**src/rtl/regfile_writeback_queue.sv**
```systemverilog
// rtl/regfile_writeback_queue.sv - in-order writeback queue feeding the register-file write port
//
// Purpose: collects load and ALU results, queues them in acceptance order and
// drains them through the single register-file write port. It also reports
// pending writes and forwards the youngest pending value for two read addresses.
//
// Ports:
//   CLK, ResetN                      clock, asynchronous active-low reset
//   LoadValid/LoadReady/LoadRd/LoadData   load result handshake (priority)
//   AluValid/AluReady/AluRd/AluData       ALU result handshake
//   RegWrite/WriteAddress/WriteData       register-file write port (head entry)
//   WriteReady                       register file accepts the write this cycle
//   ReadReg1/ReadReg2                decode-stage source addresses
//   Busy1/Busy2, FwdData1/FwdData2   pending-write flag and youngest queued data
//   Count                            occupied entries
module regfile_writeback_queue #(
  parameter int REG_WIDTH          = 32,
  parameter int ADDRESS_PORT_WIDTH = 5,
  parameter int DEPTH              = 4
) (
  input  logic                            CLK,
  input  logic                            ResetN,
  input  logic                            LoadValid,
  output logic                            LoadReady,
  input  logic [ADDRESS_PORT_WIDTH-1:0]   LoadRd,
  input  logic [REG_WIDTH-1:0]            LoadData,
  input  logic                            AluValid,
  output logic                            AluReady,
  input  logic [ADDRESS_PORT_WIDTH-1:0]   AluRd,
  input  logic [REG_WIDTH-1:0]            AluData,
  output logic                            RegWrite,
  output logic [ADDRESS_PORT_WIDTH-1:0]   WriteAddress,
  output logic [REG_WIDTH-1:0]            WriteData,
  input  logic                            WriteReady,
  input  logic [ADDRESS_PORT_WIDTH-1:0]   ReadReg1,
  input  logic [ADDRESS_PORT_WIDTH-1:0]   ReadReg2,
  output logic                            Busy1,
  output logic                            Busy2,
  output logic [REG_WIDTH-1:0]            FwdData1,
  output logic [REG_WIDTH-1:0]            FwdData2,
  output logic [$clog2(DEPTH):0]          Count
);

  localparam int PW = $clog2(DEPTH);
  localparam int CW = PW + 1;
  localparam logic [CW-1:0] FULL = CW'(DEPTH);

  logic [ADDRESS_PORT_WIDTH-1:0] rd_q   [DEPTH];
  logic [REG_WIDTH-1:0]          data_q [DEPTH];
  logic [PW-1:0]                 head_q, head_d;
  logic [PW-1:0]                 tail_q, tail_d;
  logic [CW-1:0]                 count_q, count_d;

  logic                          not_full;
  logic                          load_take;
  logic                          alu_take;
  logic                          push;
  logic                          pop;
  logic [ADDRESS_PORT_WIDTH-1:0] push_rd;
  logic [REG_WIDTH-1:0]          push_data;

  // Readiness looks at Count only, so a same-cycle pop never frees a slot.
  assign not_full  = (count_q < FULL);
  assign LoadReady = ResetN & not_full;
  assign AluReady  = ResetN & not_full & ~LoadValid;

  assign load_take = LoadValid & LoadReady;
  assign alu_take  = AluValid & AluReady;
  assign push_rd   = load_take ? LoadRd : AluRd;
  assign push_data = load_take ? LoadData : AluData;
  // Writes to x0 complete the handshake but are dropped.
  assign push      = (load_take | alu_take) & (push_rd != '0);

  assign RegWrite     = (count_q != '0);
  assign WriteAddress = RegWrite ? rd_q[head_q] : '0;
  assign WriteData    = RegWrite ? data_q[head_q] : '0;
  assign pop          = RegWrite & WriteReady;
  assign Count        = count_q;

  always_comb begin
    head_d  = pop  ? head_q + PW'(1) : head_q;
    tail_d  = push ? tail_q + PW'(1) : tail_q;
    count_d = count_q;
    case ({push, pop})
      2'b10:   count_d = count_q + CW'(1);
      2'b01:   count_d = count_q - CW'(1);
      default: count_d = count_q;
    endcase
  end

  always_ff @(posedge CLK or negedge ResetN) begin
    if (!ResetN) begin
      head_q  <= '0;
      tail_q  <= '0;
      count_q <= '0;
    end else begin
      head_q  <= head_d;
      tail_q  <= tail_d;
      count_q <= count_d;
    end
  end

  // Payload storage needs no reset: entries are only read while counted valid.
  always_ff @(posedge CLK) begin
    if (push) begin
      rd_q[tail_q]   <= push_rd;
      data_q[tail_q] <= push_data;
    end
  end

  // Walk entries oldest to youngest so the last match wins (youngest value).
  always_comb begin
    logic [PW-1:0] idx;
    idx      = '0;
    Busy1    = 1'b0;
    Busy2    = 1'b0;
    FwdData1 = '0;
    FwdData2 = '0;
    for (int i = 0; i < DEPTH; i++) begin
      idx = head_q + PW'(i);
      if (CW'(i) < count_q) begin
        if ((ReadReg1 != '0) && (rd_q[idx] == ReadReg1)) begin
          Busy1    = 1'b1;
          FwdData1 = data_q[idx];
        end
        if ((ReadReg2 != '0) && (rd_q[idx] == ReadReg2)) begin
          Busy2    = 1'b1;
          FwdData2 = data_q[idx];
        end
      end
    end
  end

endmodule

```
**config.mk**
```make
export PLATFORM = sky130hd
export DESIGN_NAME = regfile_writeback_queue
export DESIGN_NICKNAME = d
export VERILOG_FILES = /design/src/rtl/regfile_writeback_queue.sv
export SDC_FILE = /design/constraint.sdc
export NUM_CORES = 1
export LEC_CHECK = 0
export ABC_AREA = 0
export CORE_MARGIN = 5
export CORE_UTILIZATION = 45
export CTS_CLUSTER_DIAMETER = 120
export DETAILED_ROUTE_END_ITERATION = 10
export PLACE_DENSITY = 0.74
export SLEW_MARGIN = 15
export SYNTH_ARGS = -nofsm -noshare
export SYNTH_HDL_FRONTEND = slang
export SYNTH_SLANG_ARGS = --single-unit
export TNS_END_PERCENT = 5
```
**constraint.sdc**
```tcl
create_clock -name CLK -period 9.4 [get_ports CLK]
set_input_delay 2.82 -clock CLK [delete_from_list [all_inputs] [get_ports CLK]]
set_output_delay 2.82 -clock CLK [all_outputs]
set_load 0.1 [all_outputs]
```
---- Word-level counts from Yosys, hierarchy flattened ----
Memory sizes are Yosys's and may differ from the RTL's.
Index checks and enable logic that the tools add are counted.
word-level totals
  bits in read-only memories .............. 0
  output and inout port bits .............. 109
  memories ................................ 2
  bits in writable memories ............... 148
  word-level logic and storage cells ...... 86
  flip-flop bits (word level) ............. 7
  bits of input ports ..................... 89
  bits in latches ......................... 0
cells by class
  reduce and logical (&&, ||, !) cells .... 13
  muxes and demuxes ....................... 39
  multiply operators ...................... 0
  bitwise gates (word level) .............. 8
  order comparisons ....................... 5
  shift operators ......................... 0
  add/subtract/negate cells ............... 6
  div/mod/pow operators ................... 0
  eq/ne operators ......................... 10
memory list
  memory  depth  bits a word  rd ports  clocked after Yosys merged registers in  wr ports  RTL line  text
  data_q  4      32           4         0                                        1         49        logic [REG_WIDTH-1:0] data_q [DEPTH];
  rd_q    4      5            4         0                                        1         48        logic [ADDRESS_PORT_WIDTH-1:0] rd_q [DEPTH];
operators by type and width
  cell                 count
  $mux 32              18
  $eq 5x5->1           8
  $mux 1               18
  $reduce_bool 5->1    3
  $mux 5               2
  $logic_and 1x1->1    8
  $and 1x1->1          6
  $lt 1x3->1 const A   2
  $lt 2x3->1 const A   2
  $pmux 3 s2           1
  $add 2x1->2 const B  2
  $add 2x2->2 const B  2
  $add 3x1->3 const B  1
  $lt 3x3->1 const B   1
  $reduce_bool 3->1    1
  $sub 3x1->3 const B  1
  $eq 2x1->1 const B   1
  $eq 2x2->1 const B   1
  $reduce_bool 2->1    1
  $not 1->1            1
  $or 1x1->1           1

---- Depth between registers and ports, before layout ----
Gate-level depths: netlist of the first run.
An unclocked memory read counts as a cell.
  word-level depth ........................ 11
  mapped depth ............................ 12

---- Least setup slack after synthesis of the first run ----
No wires, ideal clock.
  path kind ............................... input-to-output
  start point ............................. input port ReadReg2[0]
  end point ............................... output port FwdData2[26]
  arrival time ............................ 6.638 ns
  path slack .............................. -0.058 ns
  stages .................................. 10
  cells stage by stage .................... clkbuf_1 -> nor3_1 -> nand2_1 -> and4_1 -> o21ai_1 -> or2_1 -> clkbuf_1 -> buf_2 -> a21oi_1 -> a221oi_1
on the way
  cells in the longest elaborated chain, start to end .. 10
  elaborated cells between the ends (all ways) .. 17
ends and longest elaborated chain
  element                                                 RTL line  text
  from (decl)                                             36        input logic [ADDRESS_PORT_WIDTH-1:0] ReadReg2,
  $eq 5x5->1 / $reduce_bool 5->1 (equally long branches)  126       if ((ReadReg2 != '0) && (rd_q[idx] == ReadReg2)) begin
  $logic_and 1x1->1                                       126
  $mux 32                                                 126
  $mux 32                                                 121       if (CW'(i) < count_q) begin
  $mux 32                                                 126
  $mux 32                                                 121
  $mux 32                                                 126
  $mux 32                                                 121
  $mux 32                                                 126
  $mux 32 *                                               121
  to (decl)                                               40        output logic [REG_WIDTH-1:0] FwdData2,
Every way passes the cells marked *; elsewhere a longest branch is shown, timed or not.

---- Worst setup path after layout of the first run ----
  start point ............................. input port ReadReg2[1]
  end point ............................... output port FwdData2[5]
The elaborated chain is that of the path after synthesis.

==> metrics, run 1 <==
setup fix buffers added after clock tree synthesis=0; number of port buffers=197; length of the first detailed-routing pass in iterations=6; final hold vios=0; result of the run=complete, no violations; share of flip-flops with an asynchronous set or reset=4.52%; sinks on the clock net=155; y dimension of the die=169 um; proportion of netlist area held by the largest area contributor=39.0%; Synth Net Count=1,256; worst relative slew slack=23.4%; initial cell density of the core=45.5%; Hold Crit Class=reg2reg; fraction of final layout cells sized beyond drive strength 1=19.5%; CTS max path bufs=2; layout overhead on the synthesized area=30.9%; sum of buffers and inverters on the critical path=2; dpl cells=1,612; count of vias placed by the detailed router=9,898; weighted congestion reported at the end of routability-driven placement=0.929; instance count of the mapped netlist=1,158; number of placed I/O pins=198; wire length after detailed routing=35,300 um; max-cap check violation count=0; Ys Warns=0; biggest area contributors in the synthesized netlist=edfxtp_1, mux2_2, mux2i_1; minimum period implied by the final worst setup slack=8.72 ns; period utilisation layout=92.8%; endpoint required time on the critical path=6.58 ns; post-detailed-route DRC marker count=0; CTS tree=done; count of fill cells added during filler insertion=2,031; library cells used by synthesis=49; GRT Resource Usage Total=24.0%; core area=0.0250 mm^2; first-pass GRT wire length=53,700 um; CP Max Fanout=9; Setup Total Neg Slack=0 ns; combined area of all synthesized cells=0.0114 mm^2; dominant cell type by area after synthesis=edfxtp_1; CTS clk-pin slew, worst paths=0.07 ns; flop and latch count out of synthesis=155; Congestion Overflow GR=0; final layout net count=1,400; sort of element at the end of the critical path=output pin; number of setup violations in the final report=0; delay of the slowest cell on the worst path=0.64 ns; total die area=0.0286 mm^2; count of routing violations after the opening detailed-route iteration=1,009; maximum clock frequency=0.115 GHz; synthesized area per cell=9.83 um^2; Final Max Slew Viols=0; vias in the first global route=9,672; routed via count divided by cell count=6.02; unrepaired setup endpoints after global routing=false; source-to-sink clock delay at the later pin of the worst-skew pair=0.43 ns; detail-routed net length per standard cell=21.4 um; slowest library cell on the worst path=a221oi_1; hold buffer count at cts=0; worst hold slack across all endpoints=0.543 ns; number of rows in the core area=58; Clock Skews=0.0108 ns; sequential fraction of the synthesis area=40.6%; Inserted Diodes=0; crit path cell chain=clkdlybuf4s50_1 > nor3_1 > nand2_1 > and4_1 > o21ai_1 > or2_2 > a21oi_1 > a221oi_1 > buf_12; crit path launch type=primary input; critical path's top delay family=compound AO/OA/AOI/OAI gates; number of standard cells in the final layout excluding fillers=1,645; initial antenna violation count=0; largest net degree at the start of global routing=101; CTS H-Tree Depth=4; post-CTS resize count=0; Arrival @ worst endpoint=5.90 ns; classification of the worst setup path=in2out; primary flip-flop cell chosen by synthesis mapping=edfxtp_1; slew of the pin with the lowest slew margin=1.15 ns; post-route ant nets=0; commonest cells after routing, fill and taps aside=nand2_1, edfxtp_1, clkdlybuf4s50_1; Detailed Place HPWL=23,600 um; Post-synth EDFFs=148; width of the chip=169 um; leading cell type in the layout, fill and taps excluded=nand2_1; CTS Buf Count=17; buffer cell driving the clock tree root=clkbuf_16
[layer usage]
metal	routed length (um)	track usage, %	vias up
met5	0	0	-
met2	17200	40.3	463
met1	14300	30.5	4812
li1	-	-	4543
met4	1060	9.35	0
met3	2740	4.83	80
[worst paths after layout]
| kind | start | end | slack, ns | cells past startpoint |
|---|---|---|---|---|
| worst max-delay path | ReadReg2[1] | FwdData2[5] | 0.68 | 9 |
| worst min-delay path | tail_q[0]$_DFFE_PN0P_ | tail_q[0]$_DFFE_PN0P_ | 0.54 | 1 |
| min in group asynchronous | ResetN | Count[2]$_DFFE_PN0P_ | 2.66 | 1 |
| max in group asynchronous | ResetN | head_q[1]$_DFFE_PN0P_ | 6.46 | 1 |
| worst min register to register | tail_q[0]$_DFFE_PN0P_ | tail_q[0]$_DFFE_PN0P_ | 0.54 | 1 |
| worst max register to register | Count[2]$_DFFE_PN0P_ | rd_q[2][0]$_DFFE_PP_ | 5.14 | 7 |
[layout make-up]
cell class	count	area [um^2]	area share, %
clock inverters	9	68.8	0.462
inverters	11	43.8	0.294
clock buffers	23	520	3.49
well taps	330	413	2.77
repair buffers	221	2870	19.3
flip-flops and latches	155	4630	31.1
multi-input cells	896	6360	42.7
[registers in the layout, indices dropped and copies added (netlist names)]
name and count:
Count 3, head_q 2, tail_q 2, data_q 128, rd_q 20
[logic make-up (layout without fill, tap and decap cells)]
family	after synthesis	count (layout)	synth area share, %
fa+ha+maj	9	9	0.989
buf+inv	107	264	4.23
mux	224	224	22.2
simple gates	374	374	13.8
flops	155	155	40.6
compound gates	242	242	14.6
xor+xnor	47	47	3.62
[synthesized netlist by cell type (all sizes together), types with 2 or more instances]
library cell,instances
inv,11
o21a,33
ha,9
a22oi,33
nand3,3
or2,2
mux4,12
xnor2,37
o31a,28
nor4,4
nor3,47
nor2b,3
and2,6
a221oi,4
dfrtp,7
mux2i,105
or4,2
xor2,10
nor2,129
nand4,4
nand2,171
buf,41
o22ai,33
o21ai,68
clkbuf,55
mux2,107
a21oi,10
edfxtp,148
a2bb2oi,28
[through the flow]
| stage | setup slack (ns) | utilization [%] | area (um^2) |
|---|---|---|---|
| finish | 0.676 | 59.5 | 14900 |
| global route | 0.583 | 59.5 | 14900 |
| CTS | 0.789 | 59.4 | 14900 |
| detailed placement | 0.813 | 57.0 | 14300 |
| global placement | 0.887 | 57.0 | 14300 |
| floorplan | 0.121 | - | 11400 |
Power of run 1 is left out: the tool's default activity adds up to more than one toggle a clock period on the data nets, which glitch-free logic cannot reach.
==> run 2: changes to the inputs <==
- CORE_UTILIZATION: 45 -> 59
- PLACE_DENSITY: 0.74 -> 0.92
- REMOVE_ABC_BUFFERS: not set -> 1
- clock period: 9.4 -> 10.5 ns (I/O delays scaled with it)
==> metrics, run 2 (same netlist as run 1, synthesis figures left out) <==
result of the run=complete, no violations (unchanged); final layout net count=1,390 (was 1,400); commonest cells after routing, fill and taps aside=nand2_1, edfxtp_1, clkdlybuf4s50_1 (unchanged); weighted congestion reported at the end of routability-driven placement=0.967 (was 0.929); Clock Skews=0.00850 ns (was 0.0108 ns); detail-routed net length per standard cell=22.5 um (was 21.4 um); unrepaired setup endpoints after global routing=false (unchanged); Inserted Diodes=0 (unchanged); core area=0.0188 mm^2 (was 0.0250 mm^2); Arrival @ worst endpoint=7.12 ns (was 5.90 ns); Detailed Place HPWL=22,700 um (was 23,600 um); Hold Crit Class=reg2reg (unchanged); maximum clock frequency=0.0974 GHz; vias in the first global route=10,300 (was 9,672); source-to-sink clock delay at the later pin of the worst-skew pair=0.43 ns (about the same); final hold vios=0 (unchanged); initial cell density of the core=60.4% (was 45.5%); fraction of final layout cells sized beyond drive strength 1=18.5% (was 19.5%); number of placed I/O pins=198 (unchanged); CTS H-Tree Depth=4 (unchanged); slew of the pin with the lowest slew margin=1.19 ns (was 1.15 ns); Setup Total Neg Slack=0 ns (unchanged); critical path startpoint=ReadReg1[0] (was ReadReg2[1]); dpl cells=1,533 (was 1,612); number of standard cells in the final layout excluding fillers=1,564 (was 1,645); Congestion Overflow GR=0 (unchanged); worst relative slew slack=20.4% (was 23.4%); CTS Buf Count=17 (unchanged); CTS max path bufs=2 (unchanged); RR Startpoint=Count[2]$_DFFE_PN0P_ (unchanged); number of port buffers=197 (unchanged); layout overhead on the synthesized area=27.9% (was 30.9%); setup slack after placement=0.427 ns (was 0.813 ns); CTS tree=done (unchanged); y dimension of the die=149 um (was 169 um); number of setup violations in the final report=0 (unchanged); count of routing violations after the opening detailed-route iteration=1,293 (was 1,009); width of the chip=149 um (was 169 um); routed via count divided by cell count=6.64 (was 6.02); crit path launch type=primary input (unchanged); number of cells on the worst reg-to-reg path=9 (was 7); number of rows in the core area=50 (was 58); first-pass GRT wire length=54,100 um (was 53,700 um); sort of element at the end of the critical path=output pin (unchanged); largest net degree at the start of global routing=81 (was 101); setup slack of the most critical reg-to-reg path=6.31 ns (was 5.14 ns); post-CTS resize count=0 (unchanged); post-route ant nets=0 (unchanged); sinks on the clock net=155 (unchanged); count of vias placed by the detailed router=10,400 (was 9,898); reg-to-reg endpoint=Count[2]$_DFFE_PN0P_ (was rd_q[2][0]$_DFFE_PP_); max FFs per register=128 (unchanged); CTS clk-pin slew, worst paths=0.06 ns (was 0.07 ns); Final Max Slew Viols=0 (unchanged); endpoint required time on the critical path=7.35 ns (was 6.58 ns); max-cap check violation count=0 (unchanged); length of the first detailed-routing pass in iterations=6 (unchanged); CP Max Fanout=19 (was 9); buffer cell driving the clock tree root=clkbuf_16 (unchanged); classification of the worst setup path=in2out (unchanged); leading cell type in the layout, fill and taps excluded=nand2_1 (unchanged); Top reg by flops=data_q (unchanged); setup fix buffers added after clock tree synthesis=0 (unchanged); total die area=0.0222 mm^2 (was 0.0286 mm^2); initial antenna violation count=1 (was 0); wire length after detailed routing=35,300 um (about the same); endpoint of the most critical setup path=FwdData1[21] (was FwdData2[5]); minimum period implied by the final worst setup slack=10.27 ns; GRT Resource Usage Total=30.9% (was 24.0%); min setup slack post-route=0.229 ns (was 0.676 ns); period utilisation layout=97.8%; post-detailed-route DRC marker count=0 (unchanged); hold buffer count at cts=0 (unchanged)
==> run 2: changes by cell type in the layout (fill, tap and decap cells not counted), moves of 3 or more <==
cell      change
buf_12        -9
inv_4         -4
clkbuf_8      -3
clkinv_2      +3
inv_6         -3
==> run 2: metal layers <==
layer / global-route usage (%) / routed length (um) / part of all wire, % / vias to the layer above
li1: - / - / - / 4529
met1: 36.9 / 12700 / 36 / 4931
met2: 52.6 / 17100 / 48 / 745
met3: 7.41 / 3960 / 11 / 173
met4: 14.5 / 1530 / 4.3 / 2
met5: 0 / 7 / 0.020 / -
==> run 2: metrics by stage <==
stage	util (%)	area (um^2)	hold WS, ns
floorplan	-	10900	0.498
global placement	74.4	14000	0.525
detailed placement	74.4	14000	0.532
CTS	77.3	14600	0.547
global route	77.3	14600	0.556
finish	77.3	14600	0.546
==> run 2: worst max-delay path, cell delays in order <==
cell	delay (ns)
clkdlybuf4s50_1	0.65
nor3_1	0.13
a21oi_1	0.20
mux2i_1	0.15
nor3_4	0.79
inv_2	0.41
nand2_1	0.64
buf_4	0.44
o21a_1	0.30
buf_12	0.21
==> run 2: final cells by class <==
cell class,count,area (um^2)
clock buffer,19,433
clock inverter,12,124
fill,1116,4270
inverter,11,43.8
multi-input combinational,896,6350
sequential,155,4630
tap,260,325
timing repair buffer,211,2660
==> run 2: worst min-delay path by stage <==
stage	startpoint	to	slack, ns	depth (start not counted)
after floorplan	tail_q[0]$_DFFE_PN0P_	tail_q[0]$_DFFE_PN0P_	0.50	1
after global placement	tail_q[0]$_DFFE_PN0P_	tail_q[0]$_DFFE_PN0P_	0.52	1
after detailed placement	tail_q[0]$_DFFE_PN0P_	tail_q[0]$_DFFE_PN0P_	0.53	1
after CTS	tail_q[0]$_DFFE_PN0P_	tail_q[0]$_DFFE_PN0P_	0.55	1
after global routing	tail_q[0]$_DFFE_PN0P_	tail_q[0]$_DFFE_PN0P_	0.56	1
final	tail_q[0]$_DFFE_PN0P_	tail_q[0]$_DFFE_PN0P_	0.55	1
Power of run 2 is left out for the same reason.
==> run 3: changes to the inputs <==
- GPL_ROUTABILITY_DRIVEN: not set -> 0
==> metrics, run 3 (same netlist as run 1, synthesis figures left out) <==
commonest cells after routing, fill and taps aside=nand2_1, edfxtp_1, clkdlybuf4s50_1 (unchanged); post-CTS resize count=0 (unchanged); max-cap check violation count=0 (unchanged); CP Max Fanout=18 (was 19); first-pass GRT wire length=54,300 um (was 54,100 um); CTS max path bufs=2 (unchanged); classification of the worst setup path=in2out (unchanged); buffer cell driving the clock tree root=clkbuf_16 (unchanged); initial cell density of the core=60.4% (unchanged); Hold Crit Class=reg2reg (unchanged); Congestion Overflow GR=0 (unchanged); Detailed Place HPWL=22,900 um (was 22,700 um); slew of the pin with the lowest slew margin=1.09 ns (was 1.19 ns); fraction of final layout cells sized beyond drive strength 1=18.5% (unchanged); wire length after detailed routing=35,000 um (was 35,300 um); maximum clock frequency=0.0991 GHz (was 0.0974 GHz); post-detailed-route DRC marker count=0 (unchanged); number of setup violations in the final report=0 (unchanged); core area=0.0188 mm^2 (unchanged); leading cell type in the layout, fill and taps excluded=nand2_1 (unchanged); minimum period implied by the final worst setup slack=10.09 ns (was 10.27 ns); final layout net count=1,390 (unchanged); Top reg by flops=data_q (unchanged); post-route ant nets=0 (unchanged); initial antenna violation count=0 (was 1); total die area=0.0222 mm^2 (unchanged); setup fix buffers added after clock tree synthesis=0 (unchanged); routed via count divided by cell count=6.65 (was 6.64); CTS Buf Count=17 (unchanged); sinks on the clock net=155 (unchanged); endpoint required time on the critical path=7.35 ns (about the same); GRT Resource Usage Total=30.9% (about the same); max FFs per register=128 (unchanged); count of routing violations after the opening detailed-route iteration=1,451 (was 1,293); Clock Skews=0.00561 ns (was 0.00850 ns); number of placed I/O pins=198 (unchanged); count of vias placed by the detailed router=10,400 (about the same); result of the run=complete, no violations (unchanged); final hold vios=0 (unchanged); width of the chip=149 um (unchanged); unrepaired setup endpoints after global routing=false (unchanged); number of standard cells in the final layout excluding fillers=1,564 (unchanged); Final Max Slew Viols=0 (unchanged); dpl cells=1,533 (unchanged); sort of element at the end of the critical path=output pin (unchanged); number of port buffers=197 (unchanged); period utilisation layout=96.1% (was 97.8%); vias in the first global route=10,500 (was 10,300); CTS H-Tree Depth=4 (unchanged); CTS clk-pin slew, worst paths=0.06 ns (about the same); Arrival @ worst endpoint=6.94 ns (was 7.12 ns); Setup Total Neg Slack=0 ns (unchanged); crit path launch type=primary input (unchanged); number of rows in the core area=50 (unchanged); largest net degree at the start of global routing=80 (was 81); layout overhead on the synthesized area=27.7% (was 27.9%); y dimension of the die=149 um (unchanged); source-to-sink clock delay at the later pin of the worst-skew pair=0.42 ns (was 0.43 ns); CTS tree=done (unchanged); detail-routed net length per standard cell=22.4 um (was 22.5 um); setup slack of the most critical reg-to-reg path=6.31 ns (about the same); hold buffer count at cts=0 (unchanged); worst relative slew slack=27.1% (was 20.4%); length of the first detailed-routing pass in iterations=9 (was 6); Inserted Diodes=0 (unchanged)
[run 3: changes by cell type in the layout (fill, tap and decap cells not counted), sizes merged]
cell and delta:
clkinvlp +1, clkbuf -2, clkinv +2, bufinv -1
[run 3: worst max-delay path, stage by stage]
cell and delay [ns]:
clkdlybuf4s50_1 0.67, xnor2_1 0.17, nand4_1 0.17, nor3_4 0.90, inv_2 0.42, nand2_1 0.63
buf_4 0.37, o21a_1 0.23, buf_12 0.19
[run 3: metrics by stage]
stage                     utilization (%)  setup slack [ns]  area (um^2)  hold slack [ns]
final                                77.2             0.408        14500            0.570
after global routing                 77.2             0.215        14500            0.605
after CTS                            77.2             0.410        14500            0.566
after detailed placement             74.4             0.441        14000            0.543
after global placement               74.4             0.570        14000            0.521
after floorplan                         -             -1.69        10900            0.498
[run 3: cell type report]
class                   instances  area (um^2)
fillers                      1124         4290
clock inverters                14          105
inverters                      11         43.8
multi-input cells             896         6350
well taps                     260          325
flip-flops and latches        155         4630
repair buffers                211         2660
clock buffers                  17          425
[run 3: path summary, 6_finish.rpt]
path                                  startpoint               endpoint  depth (start not counted)
setup / recovery                     ReadReg1[4]           FwdData1[14]                          9
hold / removal             tail_q[0]$_DFFE_PN0P_  tail_q[0]$_DFFE_PN0P_                          1
setup reg to reg            Count[2]$_DFFE_PN0P_   rd_q[0][1]$_DFFE_PP_                          7
hold reg to reg            tail_q[0]$_DFFE_PN0P_  tail_q[0]$_DFFE_PN0P_                          1
max in group asynchronous                 ResetN  head_q[0]$_DFFE_PN0P_                          1
min in group asynchronous                 ResetN  head_q[1]$_DFFE_PN0P_                          1
[run 3: per-layer routing]
layer	global-route usage (%)	up-vias	routed length (um)
met5	0	-	0
met4	16.5	0	1680
met3	5.44	178	4140
met2	52.5	854	16900
met1	37.5	4819	12300
li1	-	4548	-
Power of run 3 is left out for the same reason.
